**config.mk**
```make
export PLATFORM = sky130hd
export DESIGN_NAME = mfp_ahb_intc
export DESIGN_NICKNAME = d
export VERILOG_FILES = /design/src/rtl/mfp_ahb_intc.sv
export SDC_FILE = /design/constraint.sdc
export NUM_CORES = 1
export LEC_CHECK = 0
export ABC_AREA = 1
export BUFFER_PORTS_ARGS = -buffer_cell sky130_fd_sc_hd__buf_2
export CELL_PAD_IN_SITES_DETAIL_PLACEMENT = 1
export CELL_PAD_IN_SITES_GLOBAL_PLACEMENT = 2
export CORE_MARGIN = 8
export CORE_UTILIZATION = 25
export CTS_BUF_LIST = sky130_fd_sc_hd__clkbuf_16
export DETAILED_ROUTE_END_ITERATION = 10
export GPL_ROUTABILITY_DRIVEN = 0
export GPL_TIMING_DRIVEN = 0
export PLACE_DENSITY_LB_ADDON = 0.1
export RECOVER_POWER = 100
export SYNTH_ARGS = -nofsm -noshare
export SYNTH_HDL_FRONTEND = slang
export SYNTH_SLANG_ARGS = --single-unit
```
**constraint.sdc**
```tcl
create_clock -name HCLK -period 1.9 [get_ports HCLK]
set_input_delay 0.095 -clock HCLK [delete_from_list [all_inputs] [get_ports HCLK]]
set_output_delay 0.095 -clock HCLK [all_outputs]
set_load 0.02 [all_outputs]
```
**src/rtl/mfp_ahb_intc.sv**
```systemverilog
// AHB-Lite interrupt controller: synchronised request lines, per-channel enable/mode,
// W1C pending register, vector register and ack pulses. Optional overflow register: MFP_INTC_OVF_EN.
module mfp_ahb_intc #(
   parameter int N_CH        = 8,
   parameter int SYNC_STAGES = 2
) (
   input  logic            HCLK,
   input  logic            SI_Reset,
   input  logic            HSEL,
   input  logic [31:0]     HADDR,
   input  logic [1:0]      HTRANS,
   input  logic            HWRITE,
   input  logic [31:0]     HWDATA,
   output logic [31:0]     HRDATA,
   input  logic [N_CH-1:0] IO_IntReq,
   output logic [N_CH-1:0] IO_IntAck,
   output logic            IRQ
);

   localparam logic [2:0] OFF_PEND = 3'd0;
   localparam logic [2:0] OFF_EN   = 3'd1;
   localparam logic [2:0] OFF_VEC  = 3'd2;
   localparam logic [2:0] OFF_MODE = 3'd3;
   localparam logic [2:0] OFF_OVF  = 3'd4;

   // Bus handshake: no wait states and no error response, so a selected active
   // transfer always completes with its data phase in the following cycle.
   logic                                 bus_act;
   logic                                 dph_wr;
   logic [2:0]                           dph_off;
   logic [SYNC_STAGES-1:0][N_CH-1:0]     sync_q;
   logic [N_CH-1:0]                      req_s, hist_q, edge_det;
   logic [N_CH-1:0]                      pend, en, mode;
   logic [N_CH-1:0]                      wdat, pend_clr, set_v, pend_nxt, ack_nxt, masked;
   logic [4:0]                           vec_idx;
   logic [31:0]                          rd_val;
   logic                                 unused_bits;

   assign bus_act     = HSEL & HTRANS[1];
   assign wdat        = HWDATA[N_CH-1:0];
   assign req_s       = sync_q[SYNC_STAGES-1];
   assign edge_det    = req_s & ~hist_q;
   assign masked      = pend & en;
   assign unused_bits = ^{HADDR[31:5], HADDR[1:0], HTRANS[0], HWDATA};

   always_ff @(posedge HCLK or posedge SI_Reset) begin
      if (SI_Reset) begin
         sync_q <= '0;
         hist_q <= '0;
      end else begin
         sync_q[0] <= IO_IntReq;
         for (int s = 1; s < SYNC_STAGES; s++) sync_q[s] <= sync_q[s-1];
         hist_q <= req_s;
      end
   end

   always_ff @(posedge HCLK or posedge SI_Reset) begin
      if (SI_Reset) begin
         dph_wr  <= 1'b0;
         dph_off <= 3'd0;
      end else begin
         dph_wr <= bus_act & HWRITE;
         if (bus_act) dph_off <= HADDR[4:2];
      end
   end

   // A set in the same cycle as a clear wins, and suppresses that bit's ack.
   always_comb begin
      pend_clr = (dph_wr && dph_off == OFF_PEND) ? wdat : '0;
      set_v    = (mode & edge_det) | (~mode & req_s);
      pend_nxt = (pend & ~pend_clr) | set_v;
      ack_nxt  = pend & pend_clr & ~set_v;
   end

   always_ff @(posedge HCLK or posedge SI_Reset) begin
      if (SI_Reset) begin
         pend      <= '0;
         en        <= '0;
         mode      <= '0;
         IO_IntAck <= '0;
         IRQ       <= 1'b0;
      end else begin
         pend      <= pend_nxt;
         IO_IntAck <= ack_nxt;
         IRQ       <= |masked;
         if (dph_wr && dph_off == OFF_EN)   en   <= wdat;
         if (dph_wr && dph_off == OFF_MODE) mode <= wdat;
      end
   end

`ifdef MFP_INTC_OVF_EN
   logic [N_CH-1:0] ovf, ovf_clr, ovf_set;

   // Overflow: a fresh edge lands on a pending bit that is not being cleared now.
   always_comb begin
      ovf_clr = (dph_wr && dph_off == OFF_OVF) ? wdat : '0;
      ovf_set = mode & edge_det & pend & ~pend_clr;
   end

   always_ff @(posedge HCLK or posedge SI_Reset) begin
      if (SI_Reset) ovf <= '0;
      else          ovf <= (ovf & ~ovf_clr) | ovf_set;
   end
`endif

   always_comb begin
      vec_idx = 5'd0;
      for (int i = N_CH - 1; i >= 0; i--) begin
         if (masked[i]) vec_idx = 5'(i);
      end
   end

   always_comb begin
      rd_val = '0;
      case (HADDR[4:2])
         OFF_PEND: rd_val[N_CH-1:0] = pend;
         OFF_EN:   rd_val[N_CH-1:0] = en;
         OFF_VEC:  if (|masked) rd_val = {1'b1, 26'd0, vec_idx};
         OFF_MODE: rd_val[N_CH-1:0] = mode;
`ifdef MFP_INTC_OVF_EN
         OFF_OVF:  rd_val[N_CH-1:0] = ovf;
`endif
         default:  rd_val = '0;
      endcase
   end

   always_ff @(posedge HCLK or posedge SI_Reset) begin
      if (SI_Reset) HRDATA <= '0;
      else          HRDATA <= (bus_act & ~HWRITE) ? rd_val : 32'd0;
   end

endmodule

```
* Word level (Yosys, flattened, before mapping)
Cells that the tools add are included.
Storage, ports and cells: flip-flop bits (word level) 93, bits of input ports 78, output and inout bits 41, word-level logic and storage cells 52
Operators by class: equal/unequal tests 5, muxes and demuxes 13, bitwise operators 17, reduce and logical (&&, ||, !) cells 6
Operator list (number):
- $mux W32 | 2
- $and A8 B8 Y8 | 7
- $mux W5 | 7
- $not A8 Y8 | 4
- $pmux W8 S4 | 1
- $mux W24 | 1
- $or A8 B8 Y8 | 2
- $eq A3 B2 Y1 const B | 3
- $mux W8 | 1
- $reduce_or A8 Y1 | 1
- $eq A3 B1 Y1 const B | 2
- $logic_not A3 Y1 | 2
- $and A1 B1 Y1 | 3
- $logic_and A1 B1 Y1 | 3
- $mux W3 | 1
- $not A1 Y1 | 1

* Longest topological paths before layout
word-level depth 12, depth in mapped cells 10

* Worst setup path before layout
OpenSTA, ideal clock, no wires.
path kind register to register, start point reg dph_off[2], end point reg mode[1], setup time 119 ps, arrival time 1020 ps, slack 761 ps, stages on the path, launching flop included 6, path buffers 1, period minus slack after synthesis 1139 ps, cells stage by stage dfrtp_1 nor2_2 nand3_2 buf_6 nand2_1 o21ai_2
Between the ends: longest elaborated chain between the ends 2
Ends and longest elaborated chain:
- start, declared | line 30 | logic [2:0] dph_off;
- start signal, assigned | line 63 | if (bus_act) dph_off <= HADDR[4:2];
- $eq A3 B2 Y1 | line 87 | if (dph_wr && dph_off == OFF_MODE) mode <= wdat;
- $logic_and A1 B1 Y1 | line 87
- end signal, assigned | line 87
- end, declared | line 33 | logic [N_CH-1:0] pend, en, mode;
No other way between the ends. A chain may end at the register's enable or synchronous reset.

* Worst setup path after layout
start point reg dph_off[2], end point reg en[3]
Between the ends: longest elaborated chain between the ends 2
Ends and longest elaborated chain:
- $eq A3 B1 Y1 | line 86 | if (dph_wr && dph_off == OFF_EN) en <= wdat;
- $logic_and A1 B1 Y1 | line 86
- end signal, assigned | line 86
- end, declared | line 33
No other way between the ends.

==> impl_results.md <==
* Worst Path Max Fanout at 10
* Synth area leaders: dfrtp_1 (62%), nand2_1 (9.6%), buf_4 (6.1%)
* CP Cell Sequence: nor2_2 > nand3b_1 > clkbuf_1 > o21ai_0
* Worst Path Arrival at 1780 ps
* Die X at 122 um
* CTS clk-pin slew, worst paths at 50 ps
* Req. time, crit path at 2150 ps
* Total Die Area at 0.0150 mm^2
* 1st-pass router iterations at 5
* EDFF count, synth at 0
* CP delay by family, top: simple AND/OR/NAND/NOR gates
* Lkg Pwr at 1.93 nW
* Final setup margin at 370 ps
* RSZ-0062 raised after global routing: no
* FMAX at 654 MHz
* Initial Utilization at 25.2%
* Fin area at 0.00358 mm^2
* Avg Cell Area, Syn at 9.99 um^2
* Worst path slowest cell: dfrtp_1
* Async SR Flop Fraction at 100%
* Largest net degree at the start of global routing at 69
* Root Driver: clkbuf_16
* Hold path cells at 3
* Critical path class: reg2reg
* Critical Path Max Stage Delay at 390 ps
* Total track usage at 10.4%
* # setup viols final at 0
* Mapped Cells at 283
* Layout cells sized above 1 at 18.3%
* Post-synthesis sequential area ratio at 61.9%
* Post-layout nets at 446
* CTS buffer count at 9
* DP Area at 0.00332 mm^2
* Initial antenna violation count at 0
* Reg area at 0.00175 mm^2
* Most common cell in the netlist: nand2_1
* Post-DP HPWL at 4.85 mm
* Cell variety after synth at 24
* CTS Sinks at 70
* Ys flop type: dfrtp_1
* Setup TNS Final at 0 ps
* DP Worst Slack at 479 ps
* Max Cap Viol at 0
* Rows at 39
* First-pass GRT wire length at 11.5 mm
* Syn-to-layout area delta at 26.5%
* # IOs at 119
* #FFs+latches synth at 70
* Vias at 2036
* Buffers plus inverters on the worst setup path at 1
* Leading area contributor after synthesis: dfrtp_1
* Min-delay worst type: in2reg
* Die height at 122 um
* Period utilisation layout at 80.5%
* FF-to-FF path depth at 4
* PwrDens at 1070 mW/mm^2
* Gr ovfl total at 0
* Fillers at 1332
* Final Hold Fails at 0
* Worst-skew pair later-pin latency at 330 ps
* CTS tree: built
* Stages on worst setup path at 4
* ANT cells at 0
* Launching element type of the critical path: flop
* Worst hold slack at 44.6 ps
* Fin crit period at 1530 ps
* Post-synth top area share at 61.9%
* Wirelength, routed at 7.05 mm
* Worst-margin pin slew at 934 ps
* DRT iter0 DRCs at 57
* Number of global-route vias before repair at 2223
* Residual DRC at 0
* Setup bufs post-CTS at 0
* Core Box Area at 0.0112 mm^2
* WL/cell at 13.7 um
* Number of port buffers at 41
* Maximum VDD drop at 0.454 mV
* Post-synthesis instance area at 0.00283 mm^2
* Final Skew at 5.52 ps
* H-tree depth at 3
* Commonest cells post-synth: nand2_1 (72), dfrtp_1 (70), inv_1 (38), buf_4 (23), o21ai_0 (18)
* CTS max path bufs at 2
* Ys Warns at 0
* Status: complete, no violations
* Multi-input logic area at 774 um^2
* Final slew viol count at 0
* Max-Slew Margin vs Limit at 37.7%
* CP Capture Type: flop
* Post-route ant nets at 0
* Via/cell ratio at 3.96
## tightest hold or removal path: stages
cell and delay [ps]:
buf_2 70, inv_1 60, o21ai_2 120
## metal layers
metal  wire length, um  global-route usage (%)  part of all wire [%]
met5                 0                       0                     0
met2              3230                    15.7                    46
met3               446                    4.19                   6.3
met4               125                    5.03                   1.8
met1              3250                    12.6                    46
## logic make-up after synthesis
logic type / after synthesis / synth area share [%]
simple gates: 110 / 17.0
flops: 70 / 61.9
buf+inv: 64 / 12.1
compound gates: 37 / 8.41
mux: 1 / 0.398
other cells: 1 / 0.133
## cells in the final DEF, fill, tap and decap left out, types with 5 or more instances in the layout
master / count
nor2_1: 16
clkbuf_16: 9
o21ai_0: 24
o221ai_1: 5
clkbuf_1: 20
conb_1: 23
nand2_1: 73
buf_4: 23
dlygate4sd3_1: 10
dfrtp_1: 70
buf_2: 22
inv_1: 39
nand3_1: 6
and3_1: 7
## stage by stage
step	cells	utilization (%)	total power [mW]
5_1_grt	514	31.9	4.10
3_5_place_dp	490	29.6	2.47
6_report	514	31.9	3.83
3_3_place_gp	489	29.4	2.44
4_1_cts	514	32.7	3.95
2_1_floorplan	305	-	2.28
## power breakdown
group	internal [mW]	leakage, nW	switching (mW)
sequential	1.68	0.827	0.136
clock	0.848	0.131	0.580
combinational	0.226	0.969	0.358
total	2.76	1.93	1.07
## path summary, 6_finish.rpt
| check | start | to | slack, ps |
|---|---|---|---|
| worst min register to register | sync_q[6] | req_s[6] | 350 |
| worst max-delay path | dph_off[2] | en[3] | 370 |
| worst min-delay path | HWDATA[5] | mode[5] | 40 |
| worst max register to register | dph_off[2] | en[3] | 370 |
| max in group asynchronous | SI_Reset | pend[7] | 590 |
| min in group asynchronous | SI_Reset | sync_q[5] | 170 |
## timing repair
item | CTS | global route
hold endpoints to repair | 79 | 0
gates resized for setup | 0 | 0
hold buffers | 10 | 0
## registers in the layout, indices dropped and copies added, names as in the netlist
signal,flops
dph_off,3
dph_wr,1
pend,8
HRDATA,9
req_s,8
en,8
mode,8
hist_q,8
IO_IntAck,8
IRQ,1
sync_q,8
## cell type report
| cell class | instances | share of cell area [%] |
|---|---|---|
| Sequential cell | 70 | 49.0 |
| Multi-Input combinational cell | 171 | 21.7 |
| Clock buffer | 9 | 6.30 |
| Clock inverter | 5 | 0.595 |
| Tap cell | 143 | 5.00 |
| Timing Repair Buffer | 52 | 8.08 |
| Buffer | 25 | 5.25 |
| Inverter | 39 | 4.13 |
No activity file was read; power rests on OpenSTA's default activity.
